### src/rtl/bmem_port_arbiter.sv
`default_nettype none
// +----------------------------------------------------------------------------+
// | Module : bmem_port_arbiter                                                 |
// | Purpose: Round-robin arbiter granting whole burst transactions from N      |
// |          cache-side ports onto one burst memory interface. Read beats are  |
// |          steered back to the owning port; an AMO lock pins the grant to    |
// |          one port across consecutive transactions.                         |
// | Ports  : clk/rst (async, active-low)                                       |
// |          port_* : per-port request side (packed slices, p = port index)    |
// |          bmem_* : single burst memory side                                 |
// | Rev    : 1.0  initial release                                              |
// +----------------------------------------------------------------------------+
module bmem_port_arbiter #(
  parameter int NUM_PORTS = 4,
  parameter int ADDR_W    = 32,
  parameter int DATA_W    = 64,
  parameter int BURST_LEN = 4
) (
  input  logic                        clk,
  input  logic                        rst,
  input  logic [NUM_PORTS*ADDR_W-1:0] port_addr,
  input  logic [NUM_PORTS-1:0]        port_read,
  input  logic [NUM_PORTS-1:0]        port_write,
  input  logic [NUM_PORTS*DATA_W-1:0] port_wdata,
  input  logic [NUM_PORTS-1:0]        port_lock,
  output logic [NUM_PORTS-1:0]        port_wready,
  output logic [DATA_W-1:0]           port_rdata,
  output logic [NUM_PORTS-1:0]        port_rvalid,
  output logic [NUM_PORTS-1:0]        port_done,
  output logic [ADDR_W-1:0]           bmem_addr,
  output logic                        bmem_read,
  output logic                        bmem_write,
  output logic [DATA_W-1:0]           bmem_wdata,
  input  logic                        bmem_ready,
  input  logic [ADDR_W-1:0]           bmem_raddr,
  input  logic [DATA_W-1:0]           bmem_rdata,
  input  logic                        bmem_rvalid
);

  localparam int PW = (NUM_PORTS > 1) ? $clog2(NUM_PORTS) : 1;
  localparam int CW = (BURST_LEN > 1) ? $clog2(BURST_LEN) : 1;
  localparam logic [CW-1:0] C_LAST_BEAT = CW'(BURST_LEN - 1);
  localparam logic [PW-1:0] C_LAST_PORT = PW'(NUM_PORTS - 1);

  typedef enum logic [1:0] {
    S_IDLE      = 2'd0,
    S_WRITE     = 2'd1,
    S_READ_WAIT = 2'd2
  } state_t;

  state_t              r_state;
  state_t              w_state_nxt;
  logic [PW-1:0]       r_grant;
  logic [CW-1:0]       r_cnt;
  logic [PW-1:0]       r_rr;
  logic                r_locked;
  logic [ADDR_W-1:0]   r_addr;

  logic [NUM_PORTS-1:0] w_req;
  logic                 w_lock_eff;
  logic [PW-1:0]        w_cand;
  logic                 w_cand_vld;
  logic                 w_cand_wr;
  logic                 w_issue;
  logic                 w_beat;
  logic                 w_complete;

  // Port index base+off wrapped into [0, NUM_PORTS); works for any port count.
  function automatic logic [PW-1:0] f_rot(input logic [PW-1:0] base, input int off);
    int s;
    s = int'(base) + off;
    if (s >= NUM_PORTS) s = s - NUM_PORTS;
    return PW'(s);
  endfunction

  assign w_req      = port_read | port_write;
  // The lock only holds while the owning port keeps port_lock high; dropping
  // it in IDLE releases arbitration in the same cycle.
  assign w_lock_eff = r_locked & port_lock[r_grant];
  assign w_cand_wr  = port_write[w_cand];

  // Candidate search: walk downward so the port closest to r_rr wins last.
  always_comb begin
    w_cand     = r_grant;
    w_cand_vld = 1'b0;
    if (w_lock_eff) begin
      w_cand_vld = w_req[r_grant];
    end else begin
      for (int i = NUM_PORTS - 1; i >= 0; i--) begin
        if (w_req[f_rot(r_rr, i)]) begin
          w_cand     = f_rot(r_rr, i);
          w_cand_vld = 1'b1;
        end
      end
    end
  end

  // Next state and outputs. Everything is qualified by rst so that outputs
  // drop to zero the instant reset is asserted, independent of the clock.
  always_comb begin
    w_state_nxt = r_state;
    w_issue     = 1'b0;
    w_beat      = 1'b0;
    w_complete  = 1'b0;
    port_wready = '0;
    port_rdata  = '0;
    port_rvalid = '0;
    port_done   = '0;
    bmem_addr   = '0;
    bmem_read   = 1'b0;
    bmem_write  = 1'b0;
    bmem_wdata  = '0;
    if (rst) begin
      case (r_state)
        S_IDLE: begin
          if (w_cand_vld && bmem_ready) begin
            w_issue   = 1'b1;
            bmem_addr = port_addr[w_cand*ADDR_W +: ADDR_W];
            // A port asserting both read and write gets the write.
            if (w_cand_wr) begin
              bmem_write          = 1'b1;
              bmem_wdata          = port_wdata[w_cand*DATA_W +: DATA_W];
              port_wready[w_cand] = 1'b1;
              w_state_nxt         = S_WRITE;
            end else begin
              bmem_read   = 1'b1;
              w_state_nxt = S_READ_WAIT;
            end
          end
        end
        S_WRITE: begin
          bmem_write = 1'b1;
          bmem_addr  = r_addr;
          bmem_wdata = port_wdata[r_grant*DATA_W +: DATA_W];
          if (bmem_ready) begin
            port_wready[r_grant] = 1'b1;
            w_beat               = 1'b1;
            if (r_cnt == C_LAST_BEAT) begin
              port_done[r_grant] = 1'b1;
              w_complete         = 1'b1;
              w_state_nxt        = S_IDLE;
            end
          end
        end
        S_READ_WAIT: begin
          port_rdata           = bmem_rdata;
          port_rvalid[r_grant] = bmem_rvalid;
          if (bmem_rvalid) begin
            w_beat = 1'b1;
            if (r_cnt == C_LAST_BEAT) begin
              port_done[r_grant] = 1'b1;
              w_complete         = 1'b1;
              w_state_nxt        = S_IDLE;
            end
          end
        end
        default: w_state_nxt = S_IDLE;
      endcase
    end
  end

  always_ff @(posedge clk or negedge rst) begin
    if (!rst) begin
      r_state  <= S_IDLE;
      r_grant  <= '0;
      r_cnt    <= '0;
      r_rr     <= '0;
      r_locked <= 1'b0;
      r_addr   <= '0;
    end else begin
      r_state <= w_state_nxt;
      if (r_state == S_IDLE) r_locked <= w_lock_eff;
      if (w_issue) begin
        r_grant <= w_cand;
        r_addr  <= port_addr[w_cand*ADDR_W +: ADDR_W];
        // The first write beat goes out with the command itself.
        r_cnt   <= w_cand_wr ? CW'(1) : '0;
      end else if (w_beat) begin
        // Wraps back to zero after the last beat (BURST_LEN is a power of two).
        r_cnt <= r_cnt + CW'(1);
      end
      if (w_complete) begin
        if (port_lock[r_grant]) begin
          r_locked <= 1'b1;
        end else begin
          r_locked <= 1'b0;
          r_rr     <= (r_grant == C_LAST_PORT) ? '0 : r_grant + PW'(1);
        end
      end
    end
  end

  // Returning bursts must belong to the outstanding read.
  a_raddr_match: assert property (@(posedge clk) disable iff (!rst)
    (r_state == S_READ_WAIT && bmem_rvalid) |-> (bmem_raddr == r_addr));

endmodule
`default_nettype wire

### config.mk
export PLATFORM = sky130hd
export DESIGN_NAME = bmem_port_arbiter
export DESIGN_NICKNAME = d
export VERILOG_FILES = /design/src/rtl/bmem_port_arbiter.sv
export SDC_FILE = /design/constraint.sdc
export NUM_CORES = 1
export LEC_CHECK = 0
export CORE_AREA = 2 2 259 261
export CTS_CLUSTER_SIZE = 24
export DETAILED_ROUTE_END_ITERATION = 6
export DIE_AREA = 0 0 261 263
export HOLD_SLACK_MARGIN = 0.08
export SLEW_MARGIN = 20
export SYNTH_ARGS = -nofsm -noshare
export SYNTH_HDL_FRONTEND = slang
export SYNTH_SLANG_ARGS = --single-unit
### constraint.sdc
create_clock -name clk -period 5.2 [get_ports clk]
set_input_delay 1.04 -clock clk [delete_from_list [all_inputs] [get_ports clk]]
set_output_delay 1.04 -clock clk [all_outputs]
set_load 0.01 [all_outputs]
==> qor_table.md <==
| Result | This run | Unit |
| --- | --- | --- |
| Outcome | finished, final reports clean | - |
| Post-synth ARST share | 1.000 | - |
| Initial core utilization | 0.1271 | - |
| Total I/O pin count | 670 | - |
| Netlist area before placement | 0.008340 | mm² |
| Final worst path period share | 0.9810 | - |
| Clock Root Buffer | sky130_fd_sc_hd__clkbuf_16 | - |
| Most frequently used flop master after synthesis | sky130_fd_sc_hd__dfrtp_1 | - |
| Amount of wire on met3 after detailed routing | 2829 | µm |
| Largest fanout of any net on the critical path | 7 | - |
| Core Rows | 94 | - |
| Area of the core region | 0.06563 | mm² |
| Die Wd | 261 | µm |
| Total die area | 0.06864 | mm² |
| Largest delay contributor family on the critical path | buffers and inverters | - |
| Residual DRC count | 0 | - |
| Half-perimeter wire length after detailed placement | 36940 | µm |
| Min-Delay Path Class | register to register | - |
| Number of warnings reported in the yosys synthesis log | 0 | - |
| Global-route usage over all layers | 0.1271 | - |
| Upper clock frequency limit | 196.0 | MHz |
| Vias in the first global route | 11.42k | - |
| Number of iterations in the first detailed-routing pass | 5 | - |
| Buffers on Ports | 637 | - |
| Area growth from synthesis to layout | 99.43 | % |
| Post-Synthesis Net Count | 1586 | - |
| Worst Setup End Kind | output pin | - |
| Final worst path period need | 5.101 | ns |
| Cell with the largest stage delay on the worst path | sky130_fd_sc_hd__clkdlybuf4s50_1 | - |
| Average footprint of a synthesized cell | 7.708 | µm² |
| CP Buf/Inv Count | 7 | - |
| Clock transition time at the flip-flop clock pins of the worst setup and hold paths | 0.06 | ns |
| M1 WL | 18670 | µm |
| Post-Place Cell Area | 0.01632 | mm² |
| Number of clock sinks | 41 | - |
| Sequential share of the synthesized area | 0.1230 | - |
| CTS H-tree depth | 2 | - |
| CP Launch Type | input pin | - |
| Final Setup Violations | 0 | - |
| Worst reg2reg endpoint | r_addr[10]$_DFFE_PN0P_ | - |
| Final Hold Viols | 0 | - |
| R2R setup slack | 2.12 | ns |
| Antenna violations before repair | 3 | - |
| Final net count | 2235 | - |
| Met2 layer wire length in the routed design | 23910 | µm |
| Number of stages on the worst setup path | 15 | - |
| Worst clock skew on the final layout | 0.01023 | ns |
| Max capacitance violation total | 0 | - |
| Chip height | 263 | µm |
| Power Density | 382.4 | mW/mm² |
| Global-route wire length before repair | 68570 | µm |
| CTS tree | done | - |
| Clock Latency Late Sink | 0.30 | ns |
| Sum of routed wire length over all layers | 46470 | µm |
| Count of hold buffers inserted by post-cts repair | 0 | - |
| Pin count of the biggest net entering global routing | 67 | - |
| Wire length per cell after detailed routing | 17.88 | µm |
| Kind of critical path | input pin to output pin | - |
| Critical Path Max Stage Delay | 0.45 | ns |
| TritonCTS Buffers | 5 | - |
| #FFs+latches synth | 41 | - |
| Global placer's final weighted congestion | 0.9102 | - |
| Leakage | 0.006702 | µW |
| Worst reg2reg startpoint | r_grant[1]$_DFFE_PN0P_ | - |
| Post-route ant nets | 0 | - |
| Count of different cell masters after synthesis | 45 | - |
| Number of standard cells after synthesis | 1082 | - |
| Worst-path cell chain | clkdlybuf4s50_1 -> or2_2 -> buf_4 -> o32ai_4 -> o31ai_1 -> buf_4 -> nand3_4 -> a211oi_2 -> a211oi_4 -> buf_12 -> buf_16 -> buf_12 -> nand3_1 -> a21oi_1 -> dlygate4sd2_1 | - |
| Non-Filler Cell Area, Final | 0.01663 | mm² |
| Via total after detailed routing | 11.30k | - |
| Slew at the pin closest to its max-slew limit | 0.9184 | ns |
| Start point of the critical path | port_write[2] | - |
| Share of post-route cells with drive strength above 1 | 0.1738 | - |
| Count of flip-flops with a built-in enable after synthesis | 0 | - |
| Max-slew violations | 0 | - |
| Capture point of the critical path | bmem_wdata[51] | - |
| Signal arrival time at the worst endpoint | 4.06 | ns |
| VDD IR-drop max | 0.2791 | mV |
| R2r worst-path depth | 14 | - |
| Worst max-slew margin expressed relative to the limit | 0.3854 | - |
| First DRT Iteration DRCs | 709 | - |
| GRT overflow | 0 | - |
| Vias per Instance | 4.349 | - |
| Worst path required time | 4.16 | ns |
| Number of buffers on the longest clock path | 2 | - |
| Uppermost layer routed | met4 | - |
| Final hold slack | 0.5060 | ns |
[routing by layer]
metal,up-vias,global-route usage
li1,5291,-
met1,5490,0.1570
met2,463,0.2295
met3,59,0.01781
met4,0,0.03179
met5,-,0
[sequential cells by signal, indices dropped and copies added, names as in the netlist]
| name | cells |
|---|---|
| r_rr | 2 |
| r_grant | 2 |
| r_locked | 1 |
| r_cnt | 2 |
| r_state | 2 |
| r_addr | 32 |
[area by class of cell]
cell class,count,area (µm²)
clock inverters,3,28.78
well taps,864,1081
flip-flops and latches,41,1033
diodes,3,7.507
multi-input cells,916,6955
fillers,7088,48990
clock buffers,5,125.1
repair buffers,758,7366
inverters,9,36.28
[layout by cell type, fill, tap and decap left out, drive strengths merged, types with 2 or more instances in the layout]
master / netlist / final
diode: 0 / 3
a22o: 33 / 33
clkdlybuf4s15: 0 / 4
buf: 44 / 123
mux4: 65 / 65
o2111ai: 3 / 3
o21ai: 9 / 9
a211oi: 35 / 35
dlymetal6s2s: 0 / 13
mux2i: 132 / 132
nor2b: 2 / 2
o22a: 2 / 2
nand3: 69 / 69
inv: 9 / 12
clkbuf: 72 / 41
nor3: 3 / 3
ha: 8 / 8
nor2: 21 / 21
a22oi: 2 / 2
and2: 39 / 39
a32oi: 3 / 3
nand2: 265 / 265
mux2: 34 / 34
a31oi: 32 / 32
nand2b: 2 / 2
clkdlybuf4s50: 0 / 532
dlygate4sd2: 0 / 50
and3: 69 / 69
or2: 4 / 4
dfrtp: 41 / 41
a21oi: 69 / 69
[per-stage QoR]
stage                     std cells  utilization  power, µW  setup TNS [ns]  worst slack [ns]
final                          2599       0.2535       6360               0           0.09904
after global routing           2598       0.2534       6883        -0.01028         -0.005336
after CTS                      2589       0.2525       6369        -0.07833          -0.04529
after detailed placement       2575       0.2487       5925          -17.73           -0.3496
after global placement         2575       0.2487       5841          -18.78           -0.3813
after floorplan                1082            -       3688               0             1.045
[repair_timing]
item	in CTS	in global routing
cloned	1	0
setup endpoints to repair	98	72
buffers inserted	5	7
pin swaps	2	3
gates resized for setup	118	105
[cells by family (layout without fill, tap and decap cells)]
group,after synthesis,in the layout,synth area share
other,0,3,0
DFF,41,41,0.1230
AOI/OAI and AO/OA,199,199,0.1595
and+or+nand+nor,477,477,0.2616
buffers and inverters,125,775,0.06301
xor gates and xnor gates,1,1,0.001050
adders and majority gates,8,8,0.01200
muxes,231,231,0.3798
[cell usage after synthesis (21+ instances only)]
library cell,number,area share
sky130_fd_sc_hd__mux4_2,65,0.18
sky130_fd_sc_hd__and2_1,39,0.029
sky130_fd_sc_hd__a21oi_1,69,0.041
sky130_fd_sc_hd__a211oi_1,34,0.031
sky130_fd_sc_hd__nor2_1,21,0.0095
sky130_fd_sc_hd__a22o_1,33,0.035
sky130_fd_sc_hd__nand3_1,69,0.041
sky130_fd_sc_hd__nand2_1,265,0.12
sky130_fd_sc_hd__clkbuf_1,72,0.032
sky130_fd_sc_hd__dfrtp_1,41,0.12
sky130_fd_sc_hd__mux2_2,34,0.046
sky130_fd_sc_hd__mux2i_1,132,0.16
sky130_fd_sc_hd__buf_2,27,0.016
sky130_fd_sc_hd__a31oi_1,32,0.024
sky130_fd_sc_hd__and3_1,69,0.052
[worst min path at each step]
stage / start / endpoint / slack [ns] / cells after the start
2_1_floorplan: r_addr[16]$_DFFE_PN0P_ / r_addr[16]$_DFFE_PN0P_ / 0.48 / 1
6_report: r_addr[28]$_DFFE_PN0P_ / r_addr[28]$_DFFE_PN0P_ / 0.51 / 1
3_3_place_gp: r_addr[26]$_DFFE_PN0P_ / r_addr[26]$_DFFE_PN0P_ / 0.49 / 1
4_1_cts: r_addr[6]$_DFFE_PN0P_ / r_addr[6]$_DFFE_PN0P_ / 0.51 / 1
5_1_grt: r_addr[28]$_DFFE_PN0P_ / r_addr[28]$_DFFE_PN0P_ / 0.52 / 1
3_5_place_dp: r_addr[6]$_DFFE_PN0P_ / r_addr[6]$_DFFE_PN0P_ / 0.50 / 1
[power by group]
| part | total, µW | switching (µW) | internal [µW] |
|---|---|---|---|
| registers | 606 | 121 | 484 |
| clock network | 336 | 151 | 185 |
| logic | 5420 | 2750 | 2670 |
| total | 6360 | 3020 | 3340 |
Power figures use the tool's default switching activity.
